[config.mk]
export PLATFORM = sky130hd
export DESIGN_NAME = mux_nch_stream
export DESIGN_NICKNAME = d
export VERILOG_FILES = /design/src/rtl/mux_pkg.sv /design/src/rtl/mux_rr_pick.sv /design/src/rtl/mux_nch_stream.sv
export SDC_FILE = /design/constraint.sdc
export NUM_CORES = 1
export LEC_CHECK = 0
export ABC_AREA = 1
export CAP_MARGIN = 40
export CORE_MARGIN = 2
export CORE_UTILIZATION = 60
export DETAILED_ROUTE_END_ITERATION = 16
export PLACE_DENSITY = 0.87
export SLEW_MARGIN = 5
export SYNTH_ARGS = -nofsm -noshare
export SYNTH_HDL_FRONTEND = slang
export SYNTH_SLANG_ARGS = --single-unit
[constraint.sdc]
create_clock -name clk -period 65.8 [get_ports clk]
set_input_delay 9.87 -clock clk [delete_from_list [all_inputs] [get_ports clk]]
set_output_delay 9.87 -clock clk [all_outputs]
set_load 0.05 [all_outputs]
[src/rtl/mux_pkg.sv]
// Shared constants and helpers for the parametrised N-channel stream mux.
package mux_pkg;

  // Mode encodings for the mux_nch_stream mode input.
  localparam logic MODE_MANUAL = 1'b0;
  localparam logic MODE_RR     = 1'b1;

  // Ceiling log2, used to size channel-index fields (returns 0 for n <= 1).
  function automatic int clog2(input int n);
    int r;
    r = 0;
    for (int i = 0; i < 31; i++) begin
      if ((32'sd1 <<< i) < n) begin
        r = i + 1;
      end
    end
    return r;
  endfunction

endpackage

[src/rtl/mux_rr_pick.sv]
// Rotate-priority picker: returns the first requesting channel found when
// scanning ptr+1, ptr+2, ... modulo N. Purely combinational.
module mux_rr_pick
  import mux_pkg::*;
#(
  parameter  int N  = 16,
  localparam int SW = clog2(N)
) (
  input  logic [N-1:0]  req,
  input  logic [SW-1:0] ptr,
  output logic [SW-1:0] gnt_idx,
  output logic          gnt_any
);

  int dist_s;
  int best_s;

  // Pick the requester with the smallest rotated distance from ptr+1.
  always_comb begin
    best_s  = N;
    dist_s  = 0;
    gnt_idx = '0;
    gnt_any = 1'b0;
    for (int c = 0; c < N; c++) begin
      // Distance of channel c from the slot just after ptr; ptr is always < N.
      dist_s = c + N - 1 - int'(ptr);
      dist_s = (dist_s >= N) ? (dist_s - N) : dist_s;
      if (req[c] && (dist_s < best_s)) begin
        best_s  = dist_s;
        gnt_idx = SW'(c);
        gnt_any = 1'b1;
      end else begin
        gnt_any = gnt_any;
      end
    end
  end

endmodule

[src/rtl/mux_nch_stream.sv]
// N-channel, W-bit stream multiplexer with a registered valid/ready output
// stage. Manual mode forwards the channel named by sel_in; round-robin mode
// scans fairly over valid channels starting after the last round-robin grant.
module mux_nch_stream
  import mux_pkg::*;
#(
  parameter  int N  = 16,
  parameter  int W  = 1,
  localparam int SW = clog2(N)
) (
  input  logic           clk,
  input  logic           rst,
  input  logic [N*W-1:0] in_data,
  input  logic [N-1:0]   in_valid,
  output logic [N-1:0]   in_ready,
  input  logic           mode,
  input  logic [SW-1:0]  sel_in,
  output logic [W-1:0]   out_data,
  output logic [SW-1:0]  out_ch,
  output logic           out_valid,
  input  logic           out_ready,
  output logic           sel_err
);

  // N widened by one bit so the range check on sel_in is never out of range.
  localparam logic [SW:0]   N_EXT    = (SW + 1)'(N);
  // Pointer starts at the last channel so channel 0 wins first after reset.
  localparam logic [SW-1:0] PTR_INIT = SW'(N - 1);

  logic [W-1:0]  out_data_r;
  logic [SW-1:0] out_ch_r;
  logic          out_valid_r;
  logic          sel_err_r;
  logic [SW-1:0] ptr_r;

  logic          slot_free_s;
  logic          sel_ok_s;
  logic          man_valid_s;
  logic [SW-1:0] rr_idx_s;
  logic          rr_any_s;
  logic [SW-1:0] cand_s;
  logic          grant_s;
  logic [N-1:0]  in_ready_s;
  logic [W-1:0]  cand_data_s;

  mux_rr_pick #(
    .N (N)
  ) u_rr_pick (
    .req     (in_valid),
    .ptr     (ptr_r),
    .gnt_idx (rr_idx_s),
    .gnt_any (rr_any_s)
  );

  // Candidate selection, grant decision and the one-hot accept strobe.
  always_comb begin
    slot_free_s = !out_valid_r || out_ready;
    sel_ok_s    = ({1'b0, sel_in} < N_EXT);
    if (sel_ok_s) begin
      man_valid_s = in_valid[sel_in];
    end else begin
      man_valid_s = 1'b0;
    end
    if (mode == MODE_RR) begin
      cand_s  = rr_idx_s;
      grant_s = !rst && slot_free_s && rr_any_s;
    end else begin
      cand_s  = sel_in;
      grant_s = !rst && slot_free_s && man_valid_s;
    end
    for (int c = 0; c < N; c++) begin
      in_ready_s[c] = grant_s && (cand_s == SW'(c));
    end
    cand_data_s = in_data[int'(cand_s) * W +: W];
  end

  // Output register, handshake state, round-robin pointer and select error.
  always_ff @(posedge clk) begin
    if (rst) begin
      out_data_r  <= '0;
      out_ch_r    <= '0;
      out_valid_r <= 1'b0;
      sel_err_r   <= 1'b0;
      ptr_r       <= PTR_INIT;
    end else begin
      if (grant_s) begin
        out_data_r  <= cand_data_s;
        out_ch_r    <= cand_s;
        out_valid_r <= 1'b1;
        // Manual grants leave the pointer alone so round-robin resumes in order.
        if (mode == MODE_RR) begin
          ptr_r <= cand_s;
        end else begin
          ptr_r <= ptr_r;
        end
      end else if (out_ready) begin
        out_valid_r <= 1'b0;
      end else begin
        out_valid_r <= out_valid_r;
      end
      sel_err_r <= (mode == MODE_MANUAL) && !sel_ok_s;
    end
  end

  assign in_ready  = in_ready_s;
  assign out_data  = out_data_r;
  assign out_ch    = out_ch_r;
  assign out_valid = out_valid_r;
  assign sel_err   = sel_err_r;

endmodule

==> impl_metrics.env <==
export IMPL_status="completed"
export IMPL_number_of_global_route_vias_before_repair=4841
export IMPL_detail_route_antenna_nets=0
export IMPL_die_height_um=87.2
export IMPL_yosysWarnings=0
export IMPL_drc_errors=0
export IMPL_synthesized_flop_and_latch_total=10
export IMPL_die_area_mm2=0.00760
export IMPL_postSynthCellCount=781
export IMPL_start_util_pct=61.5
export IMPL_largest_vdd_supply_drop_mv=0.0145
export IMPL_postSynth_topFlopCell="sky130_fd_sc_hd__dfxtp_1"
export IMPL_power_total_uw=99.7
export IMPL_synth_enable_flop_cells=0
export IMPL_cts_tree="done"
export IMPL_finalClockSkew_ns=0.00773
export IMPL_clkPwrFrac_pct=7.9
export IMPL_timing_final_hold_violations=0
export IMPL_fraction_of_the_cycle_the_final_worst_path_needs_pct=59.4
export IMPL_final_core_util_pct=72.1
export IMPL_io_buffers=61
export IMPL_cts_inserted_buffers=3
export IMPL_worst_setup_path_type="in2out"
export IMPL_drt_pre_antenna_iters=5
export IMPL_antenna_found_initial=0
export IMPL_vias_per_cell=5.68
export IMPL_worst_path_max_fanout=13
export IMPL_io_pins=63
export IMPL_cts_hold_repair_buffers=0
export IMPL_power_dissipated_by_switching_net_loads_uw=57.6
export IMPL_worst_setup_path_end_kind="output port"
export IMPL_post_synth_main_area_contributors="sky130_fd_sc_hd__nand2_1 (26%), sky130_fd_sc_hd__ha_1 (18%), sky130_fd_sc_hd__inv_1 (8.7%)"
export IMPL_arrival_time_at_the_worst_endpoint_ns=29.21
export IMPL_max_freq_mhz=25.6
export IMPL_synth_most_common_cell="sky130_fd_sc_hd__nand2_1"
export IMPL_drt_first_iter_violations=425
export IMPL_yosysTopAreaCellShare_pct=26.4
export IMPL_bufs_on_longest_clock_path=2
export IMPL_power_switching_fraction_pct=57.8
export IMPL_max_cap_viol_count=0
export IMPL_diodes=0
export IMPL_internal_power_uw=42.0
export IMPL_critical_path_top_cell_by_count="sky130_fd_sc_hd__nand2_1"
export IMPL_detailed_place_hpwl_mm=10.1
export IMPL_syn_cell_area_mm2=0.00415
export IMPL_syn_to_final_growth_pct=17.3
export IMPL_timing_critical_path_slowest_stage_cell="sky130_fd_sc_hd__clkdlybuf4s50_1"
export IMPL_yosysUniqueCellTypes=39
export IMPL_gp_congestion=0.929
export IMPL_cp_required_ns=55.93
export IMPL_cts_root_buffer_type="sky130_fd_sc_hd__clkbuf_8"
export IMPL_grt_overflow=0
export IMPL_synth_seq_area_share_pct=4.82
export IMPL_yosys_area_top_type="sky130_fd_sc_hd__nand2_1"
export IMPL_syn_avg_cell_area_um2=5.32
export IMPL_met3_wirelength_mm=1.21
export IMPL_insertion_delay_ns=0.24
export IMPL_clk_pin_slew_worst_paths_ns=0.05
export IMPL_post_route_cells_drive_above_1_share_pct=7.67
export IMPL_nNetsFinal=949
export IMPL_post_route_min_period_ns=39.08
export IMPL_detail_route_wl_per_cell_um=13.8
export IMPL_rows=30
export IMPL_routed_wire_length_mm=12.8
export IMPL_power_per_cell_area_mw_per_mm2=20.5
export IMPL_drv_slew=0
export IMPL_core_area_mm2=0.00676
export IMPL_grt_util_all_layers_pct=34.2
export IMPL_worst_path_dominant_cell_family="simple AND/OR/NAND/NOR gates"
export IMPL_via_count=5262
export IMPL_cts_setup_buffers=0
export IMPL_grt_setup_unrepaired="no"
export IMPL_drt_met1_wl_mm=5.19
export IMPL_topRoutingLayerUsed="met4"
export IMPL_setup_viol=0
export IMPL_postSynth_asyncResetShare_pct=0
export IMPL_power_combinational_fraction_pct=84.5
export IMPL_p_leak_nw=2.82
export IMPL_die_width_um=87.2
export IMPL_synth_top_cells_by_count="sky130_fd_sc_hd__nand2_1 (292), sky130_fd_sc_hd__inv_1 (96), sky130_fd_sc_hd__nor2_1 (66)"
export IMPL_sequential_group_share_of_total_power_pct=7.6
export IMPL_critical_path_max_stage_delay_ns=0.81
export IMPL_clock_sink_count=10
export IMPL_worst_slew_pin_slew_ns=0.801
export IMPL_hold_path_class="reg2reg"
export IMPL_grt_first_pass_wirelength_mm=21.2
export IMPL_htree_num_levels=1
export IMPL_grt_max_degree=19
export IMPL_setup_reg_to_reg_worst_slack_ns=45.90
export IMPL_timing_setup_tns_ns=0
export IMPL_worst_slew_margin_rel_pct=46.5
export IMPL_cp_num_buf_inv=21
export IMPL_cts_resized=0
export IMPL_met2_wirelength_mm=5.98
export IMPL_crit_path_start_kind="primary input"
state kept, by name (all words and copies together), names as in the netlist:
signal     count
ptr_r          4
out_data       1
out_valid      1
out_ch         4
cell usage in the layout (no fill, tap or decap), types with 10 or more instances in the layout:
master	count
sky130_fd_sc_hd__a21oi_1	23
sky130_fd_sc_hd__nand2_1	292
sky130_fd_sc_hd__o21ai_0	41
sky130_fd_sc_hd__clkdlybuf4s50_1	61
sky130_fd_sc_hd__nor2_1	66
sky130_fd_sc_hd__inv_2	19
sky130_fd_sc_hd__nand3_1	64
sky130_fd_sc_hd__inv_1	96
sky130_fd_sc_hd__dfxtp_1	10
sky130_fd_sc_hd__nand2_2	21
sky130_fd_sc_hd__ha_1	61
sky130_fd_sc_hd__conb_1	18
routing by layer:
metal,vias to the layer above,track usage (%)
met3,40,3.22
met5,-,0
met1,2381,44.2
met4,0,12.4
met2,254,58.8
li1,2587,-
metrics by stage:
step	setup slack, ns	std cells	instance area (µm²)	hold WS (ns)
detailed placement	27.05	923	4820	0.485
CTS	26.98	927	4870	0.498
global route	24.61	927	4870	0.522
global placement	27.53	923	4820	0.472
floorplan	29.98	798	4220	0.687
finish	26.72	927	4870	0.499
final timing paths:
| path | from | end | cells past startpoint |
|---|---|---|---|
| setup reg to reg | ptr_r[2] | ptr_r[2] | 159 |
| hold reg to reg | out_valid | out_valid | 2 |
| setup / recovery | in_valid[0] | in_ready[6] | 151 |
| hold / removal | out_valid | out_valid | 2 |
cells by family after synthesis:
family | Yosys count | synth area share (%)
and+or+nand+nor | 466 | 47.3
buffers and inverters | 138 | 14.1
AOI/OAI and AO/OA | 101 | 14.5
adders and majority gates | 61 | 18.4
DFF | 10 | 4.82
xor gates and xnor gates | 4 | 0.843
other | 1 | 0.0903
power by group through the flow:
stage / Clock (mW) / Sequential [mW] / Combinational [mW]
after floorplan: 0 / 0.00865 / 0.0630
after global placement: 0 / 0.00760 / 0.0794
after detailed placement: 0 / 0.00759 / 0.0820
after CTS: 0.00789 / 0.00750 / 0.0825
after global routing: 0.00845 / 0.00759 / 0.0959
final: 0.00792 / 0.00753 / 0.0842
cell type report:
type                       count  area (µm²)
multi-input combinational    650        3430
fill                         635        1890
sequential                    10         200
clock buffer                   4        55.1
inverter                     120         458
tap                           80         100
timing repair buffer          63         626
worst min-delay path, stage by stage (launching register included):
cell and delay, ns:
sky130_fd_sc_hd__dfxtp_1 0.33, sky130_fd_sc_hd__nand2_1 0.07, sky130_fd_sc_hd__a21oi_1 0.05
Power figures use the tool's default switching activity.
